===== src/rtl/sb_pkg.sv =====
// sb_pkg: shared constants and helpers for the scoreboarded register file.
// Holds the default geometry (data width, register count, read-port count)
// and the ceiling-log2 helper that derives the address and counter widths.
package sb_pkg;

    localparam int SB_DATA_W = 16;
    localparam int SB_NREGS  = 16;
    localparam int SB_NRD    = 2;

    // Ceiling log2. The result is at least 1, so a degenerate size never
    // yields a zero-width vector.
    function automatic int sb_clog2(input int n);
        int r;
        r = 1;
        for (int i = 1; i < 31; i++) begin
            if ((1 << r) < n) begin
                r = i + 1;
            end
        end
        return r;
    endfunction

endpackage


===== src/rtl/sb_scoreboard.sv =====
// sb_scoreboard: pending-write tracking and hazard detection.
// Ports:
//   clk, clear             - clock and synchronous active-high reset
//   iss_valid/iss_rs/iss_rs_en/iss_rd/iss_wr - issue request
//   iss_ready              - no RAW or WAW hazard this cycle
//   wb_valid/wb_addr       - writeback strobe and target register
//   busy                   - per-register pending-write bit
//   pend_cnt               - population count of busy
//   wb_err                 - sticky: a writeback hit a register that was not busy
module sb_scoreboard
    import sb_pkg::*;
#(
    parameter int NREGS   = SB_NREGS,
    parameter int NRD     = SB_NRD,
    parameter int ZERO_R0 = 1,
    parameter int AW      = sb_clog2(NREGS),
    parameter int CW      = sb_clog2(NREGS + 1)
) (
    input  logic              clk,
    input  logic              clear,
    input  logic              iss_valid,
    input  logic [NRD*AW-1:0] iss_rs,
    input  logic [NRD-1:0]    iss_rs_en,
    input  logic [AW-1:0]     iss_rd,
    input  logic              iss_wr,
    output logic              iss_ready,
    input  logic              wb_valid,
    input  logic [AW-1:0]     wb_addr,
    output logic [NREGS-1:0]  busy,
    output logic [CW-1:0]     pend_cnt,
    output logic              wb_err
);

    logic [NREGS-1:0] wb_clr;
    logic [NREGS-1:0] busy_eff;
    logic [NREGS-1:0] set_vec;
    logic             hazard;
    logic             accept_wr;
    logic             inc;
    logic             dec;
    logic             wb_r0;
    logic             rd_r0;

    always_comb begin
        wb_clr    = '0;
        set_vec   = '0;
        hazard    = 1'b0;
        accept_wr = 1'b0;
        inc       = 1'b0;
        dec       = 1'b0;
        wb_r0     = (ZERO_R0 != 0) && (wb_addr == '0);
        rd_r0     = (ZERO_R0 != 0) && (iss_rd == '0);

        if (wb_valid) begin
            wb_clr[wb_addr] = 1'b1;
        end
        // A register being written back this cycle no longer blocks issue.
        busy_eff = busy & ~wb_clr;

        for (int k = 0; k < NRD; k++) begin
            if (iss_rs_en[k] && busy_eff[iss_rs[k*AW +: AW]]) begin
                hazard = 1'b1;
            end
        end
        if (iss_wr && busy_eff[iss_rd]) begin
            hazard = 1'b1;
        end
        iss_ready = !hazard;

        // r0 in zero mode is never tracked, so an issue to it sets nothing.
        accept_wr = iss_valid && iss_ready && iss_wr && !rd_r0;
        if (accept_wr) begin
            set_vec[iss_rd] = 1'b1;
        end

        // A set never lands on an already-busy bit (that is a WAW hazard),
        // so inc/dec map one-to-one onto popcount changes, including the
        // same-register case where the bit stays set and the count holds.
        inc = accept_wr;
        dec = wb_valid && busy[wb_addr];
    end

    always_ff @(posedge clk) begin
        if (clear) begin
            busy     <= '0;
            pend_cnt <= '0;
            wb_err   <= 1'b0;
        end else begin
            busy <= (busy & ~wb_clr) | set_vec;
            if (inc && !dec) begin
                pend_cnt <= pend_cnt + CW'(1);
            end else if (dec && !inc) begin
                pend_cnt <= pend_cnt - CW'(1);
            end
            if (wb_valid && !busy[wb_addr] && !wb_r0) begin
                wb_err <= 1'b1;
            end
        end
    end

endmodule


===== src/rtl/sb_reg_file.sv =====
// sb_reg_file: register file with write-through bypass and a scoreboard.
// Ports:
//   clk, clear             - clock and synchronous active-high reset
//   iss_valid/iss_rs/iss_rs_en/iss_rd/iss_wr - issue request
//   iss_ready              - issue accepted this cycle (no hazard)
//   rd_data                - combinational source operands, DATA_W per port
//   wb_valid/wb_addr/wb_data - writeback
//   busy, pend_cnt, wb_err - scoreboard state
//   dbg_addr/dbg_data      - combinational debug read of stored contents
module sb_reg_file
    import sb_pkg::*;
#(
    parameter int DATA_W  = SB_DATA_W,
    parameter int NREGS   = SB_NREGS,
    parameter int NRD     = SB_NRD,
    parameter int ZERO_R0 = 1,
    parameter int AW      = sb_clog2(NREGS),
    parameter int CW      = sb_clog2(NREGS + 1)
) (
    input  logic                  clk,
    input  logic                  clear,
    input  logic                  iss_valid,
    input  logic [NRD*AW-1:0]     iss_rs,
    input  logic [NRD-1:0]        iss_rs_en,
    input  logic [AW-1:0]         iss_rd,
    input  logic                  iss_wr,
    output logic                  iss_ready,
    output logic [NRD*DATA_W-1:0] rd_data,
    input  logic                  wb_valid,
    input  logic [AW-1:0]         wb_addr,
    input  logic [DATA_W-1:0]     wb_data,
    output logic [NREGS-1:0]      busy,
    output logic [CW-1:0]         pend_cnt,
    output logic                  wb_err,
    input  logic [AW-1:0]         dbg_addr,
    output logic [DATA_W-1:0]     dbg_data
);

    logic [DATA_W-1:0] regs [NREGS];
    logic [AW-1:0]     rs_addr;

    sb_scoreboard #(
        .NREGS   (NREGS),
        .NRD     (NRD),
        .ZERO_R0 (ZERO_R0),
        .AW      (AW),
        .CW      (CW)
    ) u_scoreboard (
        .clk       (clk),
        .clear     (clear),
        .iss_valid (iss_valid),
        .iss_rs    (iss_rs),
        .iss_rs_en (iss_rs_en),
        .iss_rd    (iss_rd),
        .iss_wr    (iss_wr),
        .iss_ready (iss_ready),
        .wb_valid  (wb_valid),
        .wb_addr   (wb_addr),
        .busy      (busy),
        .pend_cnt  (pend_cnt),
        .wb_err    (wb_err)
    );

    // Writes to r0 are dropped in zero mode; clear wipes every entry.
    always_ff @(posedge clk) begin
        if (clear) begin
            for (int i = 0; i < NREGS; i++) begin
                regs[i] <= '0;
            end
        end else if (wb_valid && !((ZERO_R0 != 0) && (wb_addr == '0))) begin
            regs[wb_addr] <= wb_data;
        end
    end

    // Source operands: hard zero for r0 in zero mode, then the in-flight
    // writeback data, then the stored value.
    always_comb begin
        rd_data = '0;
        rs_addr = '0;
        for (int k = 0; k < NRD; k++) begin
            rs_addr = iss_rs[k*AW +: AW];
            if ((ZERO_R0 != 0) && (rs_addr == '0)) begin
                rd_data[k*DATA_W +: DATA_W] = '0;
            end else if (wb_valid && (wb_addr == rs_addr)) begin
                rd_data[k*DATA_W +: DATA_W] = wb_data;
            end else begin
                rd_data[k*DATA_W +: DATA_W] = regs[rs_addr];
            end
        end
    end

    // Debug port shows stored contents only, without the bypass.
    always_comb begin
        dbg_data = regs[dbg_addr];
        if ((ZERO_R0 != 0) && (dbg_addr == '0)) begin
            dbg_data = '0;
        end
    end

endmodule


===== config.mk =====
export PLATFORM = sky130hd
export DESIGN_NAME = sb_reg_file
export DESIGN_NICKNAME = d
export VERILOG_FILES = /design/src/rtl/sb_pkg.sv /design/src/rtl/sb_scoreboard.sv /design/src/rtl/sb_reg_file.sv
export SDC_FILE = /design/constraint.sdc
export NUM_CORES = 1
export LEC_CHECK = 0
export ABC_CLOCK_PERIOD_IN_PS = 6730
export BUFFER_PORTS_ARGS = -buffer_cell sky130_fd_sc_hd__buf_2
export CAP_MARGIN = 0
export CORE_ASPECT_RATIO = 1.2
export CORE_UTILIZATION = 55
export CTS_BUF_LIST = sky130_fd_sc_hd__clkbuf_4
export CTS_CLUSTER_SIZE = 30
export DETAILED_ROUTE_END_ITERATION = 6
export PLACE_DENSITY = 0.73
export SLEW_MARGIN = 20
export SYNTH_ARGS = -nofsm -noshare
export SYNTH_HDL_FRONTEND = slang
export SYNTH_SLANG_ARGS = --single-unit

===== constraint.sdc =====
create_clock -name clk -period 6.73 [get_ports clk]
set_clock_uncertainty 0.15 [all_clocks]
set_input_delay 0.673 -clock clk [delete_from_list [all_inputs] [get_ports clk]]
set_output_delay 0.673 -clock clk [all_outputs]
set_load 0.05 [all_outputs]

[Yosys cells after proc, flatten, opt, wreduce, memory -nomap -nowiden]
Memory sizes are Yosys's and may differ from the RTL's.
Index checks and enable logic that the tools add are counted.
Cells by class
  $add $sub $neg: 2
  $lt $le $gt $ge: 6
  eq/ne operators: 2
  muxes and demuxes: 32
  bitwise logic cells: 3
  reduce and logical (&&, ||, !) cells: 29
Operators with widths (number)
  $mux 16: 8
  $logic_not 4->1: 5
  $lt 4x5->1 const B: 4
  $and 16x16->16: 1
  $bmux 1 s4: 4
  $logic_and 1x1->1: 16
  $not 16->16: 1
  $or 16x16->16: 1
  $reduce_or 16->1: 1
  $mux 1: 15
  $mux 5: 2
  $demux 1 s4: 2
  $eq 4x4->1: 2
  $ge 4x1->1 const B: 2
  $logic_not 1->1: 6
  $add 5x1->5 const B: 1
  $sub 5x1->5 const B: 1
  $mux 4: 1
  $reduce_bool 2->1: 1
Word-level totals
  bits in registers: 22
  memory bits (writable): 256
  bits of input ports: 43
  output and inout port bits: 71
  logic and storage cells: 78
  memories kept: 1
Memory list
  regs: depth 16, bits a word 16, rd ports 3, clocked after Yosys merged registers in 0, write ports 16, RTL line sb_reg_file.sv:39  | logic [DATA_W-1:0] regs [NREGS];

[Depth between registers and ports, before layout]
Gate-level depths: netlist (run 1).
  word-level depth: 21
  mapped depth: 17
  mapped depth without buffers: 16

[Hierarchy]
From an unflattened synthesis (run 1), not the netlist that was laid out.
Unflattened totals
  cell total of the unflattened synthesis: 1411
  area total of the unflattened synthesis: 18029.8 µm²
Modules (own cells, without submodules)
  sb_reg_file: instances 1, cells an instance 1217, area an instance 16256.8 µm², seq. area each 7687.4 µm²
  sb_scoreboard: instances 1, cells an instance 194, area an instance 1773.0 µm², seq. area each 440.4 µm²

[Least setup slack after synthesis (run 1)]
No wires, ideal clock.
  path type: input to register
  start: input port wb_valid
  end: register u_scoreboard.pend_cnt[4]
  setup time: 0.071 ns
  data arrival time: 3.836 ns
  data required time: 6.509 ns
  path slack: 2.674 ns
  stages: 16
  path buffers: 1
  cell sequence: buf_4 -> or3b_4 -> o21ai_1 -> mux2i_1 -> mux4_2 -> o211ai_2 -> nand2_1 -> nor3_1 -> ha_1 -> inv_1 -> ha_1 -> a21o_1 -> a21oi_1 -> xnor2_1 -> or3_1 -> a21oi_1
On the way
  word-level cells in the longest chain between the ends: 16
  elaborated cells on any way between the ends: 26
  those cells by class: 11 x mux; 2 x bitwise; 13 x reduce/logical
RTL lines
  from (decl): RTL line sb_reg_file.sv:29  | input logic wb_valid,
  $mux 16: RTL line sb_scoreboard.sv:54  | if (wb_valid) begin
  $not 16->16: RTL line sb_scoreboard.sv:58  | busy_eff = busy & ~wb_clr;
  $and 16x16->16: RTL line sb_scoreboard.sv:58
  $bmux 1 s4: RTL line sb_scoreboard.sv:61  | if (iss_rs_en[k] && busy_eff[iss_rs[k*AW +: AW]]) begin
  $mux 1 (not written as such): RTL line sb_scoreboard.sv:61
  $logic_and 1x1->1: RTL line sb_scoreboard.sv:61
  $mux 1 (2 in series): RTL line sb_scoreboard.sv:61
  $mux 1: RTL line sb_scoreboard.sv:65  | if (iss_wr && busy_eff[iss_rd]) begin
  $logic_not 1->1: RTL line sb_scoreboard.sv:68  | iss_ready = !hazard;
  $logic_and 1x1->1 (3 in series): RTL line sb_scoreboard.sv:71  | accept_wr = iss_valid && iss_ready && iss_wr && !rd_r0;
  $logic_not 1->1: RTL line sb_scoreboard.sv:92  | end else if (dec && !inc) begin
  $logic_and 1x1->1: RTL line sb_scoreboard.sv:92
  $reduce_bool 2->1 (no line)
  to (signal assigned): RTL line sb_scoreboard.sv:91  | pend_cnt <= pend_cnt + CW'(1);
  to (signal assigned): RTL line sb_scoreboard.sv:93  | pend_cnt <= pend_cnt - CW'(1);
  to (decl): RTL line sb_scoreboard.sv:30  | output logic [CW-1:0] pend_cnt,
Several ways; a longest one is shown, not always the timed one. The select of a mux whose other input is x is not followed.
A chain may end at the register's enable or synchronous reset.

[Worst setup path after layout (run 1)]
  start: input port iss_rs[4]
  end: output port rd_data[24]
On the way
  word-level cells in the longest chain between the ends: 4
  elaborated cells on any way between the ends: 6
  those cells by class: 1 x eq/ne; 2 x mux; 2 x reduce/logical; 1 x memory
RTL lines
  from (decl): RTL line sb_reg_file.sv:23  | input logic [NRD*AW-1:0] iss_rs,
  branches (longest 3 deep; another with $mem_v2 16x16)
  $mux 16 *: RTL line sb_reg_file.sv:82  | if ((ZERO_R0 != 0) && (rs_addr == '0)) begin
  to (decl): RTL line sb_reg_file.sv:28  | output logic [NRD*DATA_W-1:0] rd_data,
Mark *: on every way between the ends.

==> impl_summary.md, run 1 <==
Layout
Summing all multi-input logic gate instances after layout gives 9050 um^2. The signed area change from the synthesized netlist to the final layout is 10.5%. The area of all placed cells without fillers is 19400 um^2. The fill cell instance count of the final layout is 2328. In the layout the commonest cells are sky130_fd_sc_hd__edfxtp_1 (256), sky130_fd_sc_hd__mux4_2 (248), sky130_fd_sc_hd__and2_1 (240), sky130_fd_sc_hd__buf_2 (109), sky130_fd_sc_hd__clkbuf_4 (101). At the end of the flow the core is filled with cells to 0.619.

The count of nets after finishing is 1332. The library cell used most frequently in the layout, excluding fill and tap cells, is sky130_fd_sc_hd__edfxtp_1. The area of all sequential standard cells is 8130 um^2. Of the cells placed in the final design, the portion with a size suffix greater than 1 is 0.399. The final cell count without fillers is 1739.

Drt
The number of violations reported at the end of detailed-routing iteration 0 is 1804. The DRC violations left is 0. After detailed routing, the number of vias per cell comes to 6.99. The average wire per standard cell is 31.9 um. The number of iterations in the first detailed-routing pass is 7. In this run the remaining antenna-violating nets after routing total 0. The routed layout has 12200 vias. The total length of routed wires is 55500 um.

Timing
After routing, the total negative slack on setup checks comes to 0 ns. The slack of the critical path is 2.11 ns. The number of hold-slack violations in the final timing report came to 0. The headroom to the max-slew limit is 0.240.

Based on the critical path, the design can be clocked at up to 216 MHz. The tightest hold path in the finished design has a slack of 0.214 ns. The final count of pins violating max slew is 0. For the pin with the worst max-slew slack, the measured transition is 1.14 ns. Setup repair after global routing left no endpoint under its margin.

The share of the clock period used by the worst path after layout is 0.686. After layout, the minimum clock period comes to 4.62 ns. Setup violations remaining at the end of the flow were counted as 0.

Worst setup path
The data arrival time of the critical path is 3.80 ns. The largest driver fanout on the critical path is 37. STA classifies the critical path endpoint as a primary output.

The number of cells traversed by the worst register-to-register path is 14. The critical path is of the primary input to primary output type. The nature of the critical path startpoint is a primary input. The required arrival time at the worst endpoint is 5.91 ns. For flop-to-flop paths, the worst setup slack is 2.91 ns.

GRT
The met3 track demand over resource is 0.0978. The number of antenna violations at the first check in global routing is 6. The met2 usage in global routing is 0.542. The met1 capacity usage during global routing is 0.455. Summed over all layers, the global routing overflow is 0. The first global-routing pass estimated 80500 um of wire. The via count of the first global-routing pass is 12400. The largest net degree at the start of global routing is 56. The layer with the highest usage after global routing is met2.

The all-layer global routing usage is 0.354.

Power and ir drop
Internal power comes to 3.09 mW. The analysis attributes to net switching a power of 1.37 mW. The share of total power dissipated in sequential elements is 0.461. Of the total power, the share spent switching nets is 0.306. VDD sags by at most 0.126 mV. Overall power consumption after layout is estimated at 4.46 mW. Of the total power, combinational logic draws 0.215. The clock network power share is 0.323.

Dividing total power by cell area gives a power density of 229 nW/um^2. The standby leakage power is 6.94 nW.

Floorplanning
The total area inside the core boundary comes to 31400 um^2. The die outline area is 32700 um^2. The number of ports placed on the die boundary is 114. Measured along the x axis, the die boundary spans 165 um. For this configuration, the core starts out at a cell density of 0.560. The die is 198 um tall. The number of rows in the core area is 71.

Synth
The synthesis warning total is 0. Ranked by total cell area, the synthesized netlist is headed by sky130_fd_sc_hd__edfxtp_1 (44%), sky130_fd_sc_hd__mux4_2 (32%), sky130_fd_sc_hd__and2_1 (8.5%). After synthesis, the mean cell area works out to 15.1 um^2. The dominant register cell in the synthesized netlist is sky130_fd_sc_hd__edfxtp_1.

Yosys mapped a number of flops with a built-in enable equal to 256. In this run, distinct cell masters in the synthesized netlist total 54. The share of synthesized flip-flops with an asynchronous set or reset is 0.

The number of instances in the synthesized netlist is 1160. The number of storage elements in the synthesis netlist is 278. sky130_fd_sc_hd__edfxtp_1 takes more of the synthesized area than any other cell. The post-synth design cell area is 17600 um^2. The sequential area share after synthesis is 0.463.

The top-area cell type share of the netlist area is 0.437.

Clocking
The buffer count from post-CTS setup fixing is 0. TritonCTS built the clock tree. The count of hold buffers inserted by post-cts repair is 0. The count of clock tree sinks is 278. The number of buffers added by the clock tree synthesis step is 72. In this run the clock root is driven by a sky130_fd_sc_hd__clkbuf_4. Clock-pin slew was measured on the worst setup and hold paths at 0.06 ns. The clock reaches the later pin of the worst-skew pair after 0.73 ns.

The buffer levels on the longest clock path is 3. The H-tree depth is 3. The post-cts repair resize count is 0.

Min path
The worst hold path passes through 3 cells. The worst hold path belongs to the class primary input to register.

Placed design
The number of cells after detailed placement is 1611. The HPWL reported at the end of detailed placement is 33600 um. The count of port buffers added during placement is 113. The placer congestion estimate is 0.962. OpenSTA, run right after detailed placement, puts the worst setup slack at 2.05 ns. The placed instance area is 18500 um^2.

Flow run
Max-cap violations in this run came to 0.

Outcome
The run finished with clean final reports.
## synth_stat cells, types with 8 or more instances
cell type	number
sky130_fd_sc_hd__and2_1	240
sky130_fd_sc_hd__buf_1	23
sky130_fd_sc_hd__buf_2	8
sky130_fd_sc_hd__clkbuf_1	74
sky130_fd_sc_hd__dfxtp_1	22
sky130_fd_sc_hd__edfxtp_1	256
sky130_fd_sc_hd__inv_1	15
sky130_fd_sc_hd__mux2i_1	40
sky130_fd_sc_hd__mux4_2	248
sky130_fd_sc_hd__nand2_1	9
sky130_fd_sc_hd__nand2b_1	8
sky130_fd_sc_hd__nor2_1	60
sky130_fd_sc_hd__nor2b_1	16
sky130_fd_sc_hd__o2111ai_1	9
sky130_fd_sc_hd__o211ai_1	10
sky130_fd_sc_hd__o21ai_0	10
sky130_fd_sc_hd__o32ai_1	14
sky130_fd_sc_hd__or2_2	18
## critical path, cell delays in order
cell and delay [ns]:
sky130_fd_sc_hd__buf_4 0.58, sky130_fd_sc_hd__buf_4 0.74, sky130_fd_sc_hd__mux4_2 0.60, sky130_fd_sc_hd__mux4_2 0.46, sky130_fd_sc_hd__mux2i_1 0.34, sky130_fd_sc_hd__nor2_1 0.08
sky130_fd_sc_hd__buf_2 0.22
## metal layers
| metal | share of wire | vias up |
|---|---|---|
| met4 | 0.056 | 2 |
| met2 | 0.47 | 927 |
| li1 | - | 4920 |
| met3 | 0.12 | 171 |
| met5 | 0.00016 | - |
| met1 | 0.35 | 6144 |
## path summary, 6_finish.rpt
kind / from / end
worst max-delay path: iss_rs[4] / rd_data[24]
worst min-delay path: iss_rd[2] / u_scoreboard.busy[14]
worst max register to register: u_scoreboard.busy[15] / u_scoreboard.pend_cnt[4]
worst min register to register: u_scoreboard.wb_err / u_scoreboard.wb_err
## sequential cells by signal (all words and copies together), names as in the netlist
signal / flops
u_scoreboard.wb_err: 1
u_scoreboard.pend_cnt: 5
u_scoreboard.busy: 16
regs: 256
## logic make-up (layout without fill, tap and decap cells)
logic type                 after synthesis  in the layout  share of synthesized area
DFF                                    278            278                      0.463
and+or+nand+nor                        375            375                      0.125
adders and majority gates                5              5                    0.00399
AOI/OAI and AO/OA                       77             77                     0.0335
xor gates and xnor gates                10             10                    0.00498
buffers and inverters                  124            282                     0.0279
muxes                                  290            290                      0.342
other                                    1             21                   0.000213
## power by group through the flow
stage,combinational [mW],clock [mW],sequential (mW)
finish,0.959,1.44,2.06
global route,0.995,1.53,2.07
CTS,0.950,1.45,2.05
detailed placement,0.949,0,2.09
global placement,0.943,0,2.08
floorplan,0.684,0,2.08
## final cells by class
type / instances / share of cell area
Antenna cell: 5 / 0.000644
Tap cell: 401 / 0.0258
Timing Repair Buffer: 143 / 0.0412
Multi-Input combinational cell: 773 / 0.466
Sequential cell: 278 / 0.418
Inverter: 16 / 0.00309
Clock buffer: 101 / 0.0390
Clock inverter: 22 / 0.00586
Power figures use the tool's default switching activity.
==> run 2, diff against run 1 <==
--- a/config.mk
+++ b/config.mk
@@ -5,7 +5,8 @@
 export SDC_FILE = /design/constraint.sdc
 export NUM_CORES = 1
 export LEC_CHECK = 0
-export ABC_CLOCK_PERIOD_IN_PS = 6730
+export ABC_AREA = 1
+export ABC_CLOCK_PERIOD_IN_PS = 4700
 export BUFFER_PORTS_ARGS = -buffer_cell sky130_fd_sc_hd__buf_2
 export CAP_MARGIN = 0
 export CORE_ASPECT_RATIO = 1.2
==> constraint.sdc (replaced) <==
create_clock -name clk -period 4.7 [get_ports clk]
set_clock_uncertainty 0.15 [all_clocks]
set_input_delay 0.47 -clock clk [delete_from_list [all_inputs] [get_ports clk]]
set_output_delay 0.47 -clock clk [all_outputs]
set_load 0.05 [all_outputs]
==> impl_summary.md, run 2 <==
Clocking
The post-cts repair resize count came to 0 (unchanged). The clock slew seen by the registers of the worst setup and hold paths is 0.06 ns (about the same). The TritonCTS clock tree is yes (unchanged). The count of hold buffers inserted by post-cts repair is 0 (unchanged). The buffer levels on the longest clock path came to 3 (unchanged). The count of clock tree sinks is 278 (unchanged).

The number of buffers added by the clock tree synthesis step is 72 (unchanged). The clock latency of the later-clocked register in the worst-skew pair was 0.73 ns (about the same). The H-tree depth is 3 (unchanged).

The root buffer cell is sky130_fd_sc_hd__clkbuf_4 (unchanged). The buffer count from post-CTS setup fixing is 0 (unchanged).

Floorplanning
The die outline area is 32600 um^2 (was 32700 um^2). The number of ports placed on the die boundary is 114 (unchanged). The floorplan die height is 198 um (about the same). The number of rows in the core area came to 71 (unchanged). The total core area came to 31400 um^2 (unchanged).

The chip width came to 165 um (about the same). The initial core utilization was 0.560 (about the same).

Synth
The dominant cell type by area after synthesis is sky130_fd_sc_hd__edfxtp_1 (unchanged). The synthesis warning total is 0 (unchanged). The top-area cell type share of the netlist area is 0.438 (was 0.437). The number of storage elements in the synthesis netlist is 278 (unchanged). The dominant register cell in the synthesized netlist is sky130_fd_sc_hd__edfxtp_1 (unchanged).

The share of synthesized flip-flops with an asynchronous set or reset is 0 (unchanged). Most numerous cell types in the synthesized netlist: sky130_fd_sc_hd__nor2_1 (328), sky130_fd_sc_hd__o21ai_0 (316), sky130_fd_sc_hd__edfxtp_1 (256) (was sky130_fd_sc_hd__edfxtp_1 (256), sky130_fd_sc_hd__mux4_2 (248), sky130_fd_sc_hd__and2_1 (240)). The number of enable-type register cells in the synthesized netlist came to 256 (unchanged). The sequential area share after synthesis is 0.463 (about the same). The count of distinct cell types in the synthesized netlist is 37 (was 54). The number of instances in the synthesized netlist came to 2210 (was 1160).

The post-synth design cell area is 17600 um^2 (about the same). The cell with the most instances after synthesis is sky130_fd_sc_hd__nor2_1 (was sky130_fd_sc_hd__edfxtp_1). Synth area leaders: sky130_fd_sc_hd__edfxtp_1 (44%), sky130_fd_sc_hd__o21ai_0 (9.0%), sky130_fd_sc_hd__nor2_1 (7.0%) (was sky130_fd_sc_hd__edfxtp_1 (44%), sky130_fd_sc_hd__mux4_2 (32%), sky130_fd_sc_hd__and2_1 (8.5%)).

The mean area per synthesized cell is 7.95 um^2 (was 15.1 um^2).

Layout
The fraction of final layout cells sized beyond drive strength 1 is 0.130 (was 0.399). The most common cell after layout, fill and taps aside is sky130_fd_sc_hd__nor2_1 (was sky130_fd_sc_hd__edfxtp_1). The fill cell instance count of the final layout came to 2856 (was 2328). Most frequent cells in the layout: sky130_fd_sc_hd__nor2_1 (327), sky130_fd_sc_hd__o21ai_0 (316), sky130_fd_sc_hd__edfxtp_1 (256), sky130_fd_sc_hd__a21oi_1 (243) (was sky130_fd_sc_hd__edfxtp_1 (256), sky130_fd_sc_hd__mux4_2 (248), sky130_fd_sc_hd__and2_1 (240), sky130_fd_sc_hd__buf_2 (109), sky130_fd_sc_hd__clkbuf_4 (101)). Largest registers: regs x256, u_scoreboard.busy x16, u_scoreboard.pend_cnt x5 (unchanged). The signed area change from the synthesized netlist to the final layout is 9.33% (was 10.5%). The area of all placed cells without fillers is 19200 um^2 (was 19400 um^2).

The count of nets after finishing is 2317 (was 1332). The number of flip-flops in the largest register is 256 (unchanged). The register containing the most flip-flops in the final layout is regs (unchanged).

Worst setup path
Series of cell instances along the critical path: buf_4, inv_1, nand2_2, inv_1, buf_4, nand2_1, inv_1, a211oi_1, buf_2 (was buf_4, buf_4, mux4_2, mux4_2, mux2i_1, nor2_1, buf_2). The source of the worst register-to-register timing path is u_scoreboard.busy[12] (was u_scoreboard.busy[15]). The required arrival time at the worst endpoint is 4.08 ns (was 5.91 ns). The largest stage delay on the critical path is 0.60 ns (was 0.74 ns).

The destination of the worst register-to-register timing path is u_scoreboard.pend_cnt[4] (unchanged). The cell with the most instances on the worst path is sky130_fd_sc_hd__inv_1. The number of cells traversed by the worst register-to-register path is 21 (was 14). The worst setup path category is primary input to primary output (unchanged). The setup slack on the worst flop-to-flop path came to 1.32 ns (was 2.91 ns). The critical path endpoint category was a primary output (unchanged).

The data arrival time of the critical path came to 3.40 ns (was 3.80 ns). The largest driver fanout on the critical path is 28 (was 37). The nature of the critical path startpoint is a primary input (unchanged).

The master of the slowest instance on the critical path is sky130_fd_sc_hd__a211oi_1 (was sky130_fd_sc_hd__buf_4).

Drt
The total length of routed wires was 69500 um (was 55500 um). The DRC violations left was 22 (was 0). The number of iterations in the first detailed-routing pass is 7 (unchanged). The per-cell via count in the routed design was 6.83 (was 6.99). The number of violations reported at the end of detailed-routing iteration 0 is 3503 (was 1804). The average wire per standard cell is 25.5 um (was 31.9 um). The count of antenna-violating nets left after detailed routing is 0 (unchanged).

The overall via count from detail_route came to 18600 (was 12200).

Timing
The final critical-path required period is 4.02 ns. The share of the clock period used by the worst path after layout is 0.855. The number of hold-slack violations in the final timing report is 0 (unchanged). The measured slew at the worst slew-check pin is 1.14 ns (about the same). Setup repair after global routing missed its margin: no (unchanged). The final count of pins violating max slew was 0 (unchanged). The headroom to the max-slew limit is 0.240 (about the same).

For this run, the top clock speed supported by timing is 249 MHz. The setup TNS was 0 ns (unchanged). The final setup violation count was 0 (unchanged).

GRT
The via count of the first global-routing pass is 17500 (was 12400). The wire length of the first global-routing pass is 102000 um (was 80500 um). The number of antenna violations at the first check in global routing is 2 (was 6). The all-layer global routing usage is 0.423 (was 0.354).

The total congestion overflow is 0 (unchanged). The largest net degree at the start of global routing is 113 (was 56).

Placed design
The placer congestion estimate is 0.972 (was 0.962). The HPWL reported at the end of detailed placement is 42200 um (was 33600 um). The placed instance area came to 18300 um^2 (was 18500 um^2).

The count of port buffers added during placement is 113 (unchanged).

Power and ir drop
The clock network power share is 0.330 (was 0.323). The power dissipated by switching net loads is 2.20 mW (was 1.37 mW). The largest vdd supply drop was 0.191 mV (was 0.126 mV). The internal power contribution is 4.20 mW (was 3.09 mW). The power density of the placed cells was 333 nW/um^2 (was 229 nW/um^2). The standby leakage power came to 7.67 nW (was 6.94 nW). The net switching fraction of the power was 0.344 (was 0.306). The sum of internal, switching and leakage power is 6.40 mW (was 4.46 mW). The combinational power share was 0.215 (about the same). The sequential power share is 0.455 (was 0.461).

Min path
The instance count along the most critical hold path was 3 (unchanged). The terminating pin of the worst hold path is u_scoreboard.wb_err (was u_scoreboard.busy[14]). The launch instance of the worst min-delay path was wb_valid (was iss_rd[2]). The type of the tightest min-delay check is primary input to register (unchanged).

Outcome
The checks that failed: DRC. Status: finished with violations (was finished, final reports clean).

Flow run
The max-capacitance violation count is 0 (unchanged).
run 2: layout make-up:
type                    instances  area (um^2)  area share
flip-flops and latches        278         8130       0.423
clock inverters                30          146     0.00763
diodes                          3         7.51    0.000391
repair buffers                157          918      0.0478
well taps                     401          502      0.0261
clock buffers                  99          743      0.0387
multi-input cells            1516         7840       0.408
inverters                     244          916      0.0477
run 2: power by group through the flow:
stage	Clock, mW	Sequential (mW)	Combinational, mW
after global routing	2.22	2.92	1.44
after detailed placement	0	2.96	1.31
after global placement	0	2.96	1.29
after CTS	2.10	2.91	1.32
final	2.11	2.91	1.38
after floorplan	0	2.95	0.895
run 2: metal layers:
metal,up-vias,global-route usage,share of wire
li1,8013,-,-
met1,8536,0.533,0.35
met2,1700,0.627,0.43
met3,379,0.129,0.16
met4,2,0.274,0.065
met5,-,0,0.00019
run 2: cell families after synthesis:
| logic type | synth area share |
|---|---|
| buffers and inverters | 0.0953 |
| and+or+nand+nor | 0.168 |
| DFF | 0.463 |
| adders and majority gates | 0.00399 |
| AOI/OAI and AO/OA | 0.269 |
| xor gates and xnor gates | 0.000998 |
| other | 0.000214 |
run 2: critical path: cells and delay by family:
family                 cells  cell delay (ns)
AND/OR/NAND/NOR            2             0.71
AO/OA/AOI/OAI              1             0.60
buffers and inverters      6             1.60
run 2: worst max path at each step:
| stage | startpoint | end | slack, ns | cells past startpoint |
|---|---|---|---|---|
| floorplan | wb_addr[0] | u_scoreboard.pend_cnt[4] | 1.28 | 25 |
| global placement | wb_addr[0] | u_scoreboard.pend_cnt[4] | 0.66 | 23 |
| detailed placement | wb_addr[0] | u_scoreboard.pend_cnt[4] | 0.54 | 25 |
| CTS | iss_rs[5] | rd_data[27] | 0.89 | 13 |
| global route | iss_rs[4] | rd_data[28] | 0.70 | 8 |
| finish | iss_rs[0] | rd_data[0] | 0.68 | 9 |
run 2: stage by stage:
stage	util	cells	hold slack, ns	setup WS [ns]
floorplan	-	2225	0.524	1.28
global placement	0.584	2596	0.289	0.655
detailed placement	0.584	2596	0.301	0.544
CTS	0.612	2725	0.0648	0.890
global route	0.612	2727	0.112	0.702
finish	0.612	2728	0.0762	0.681
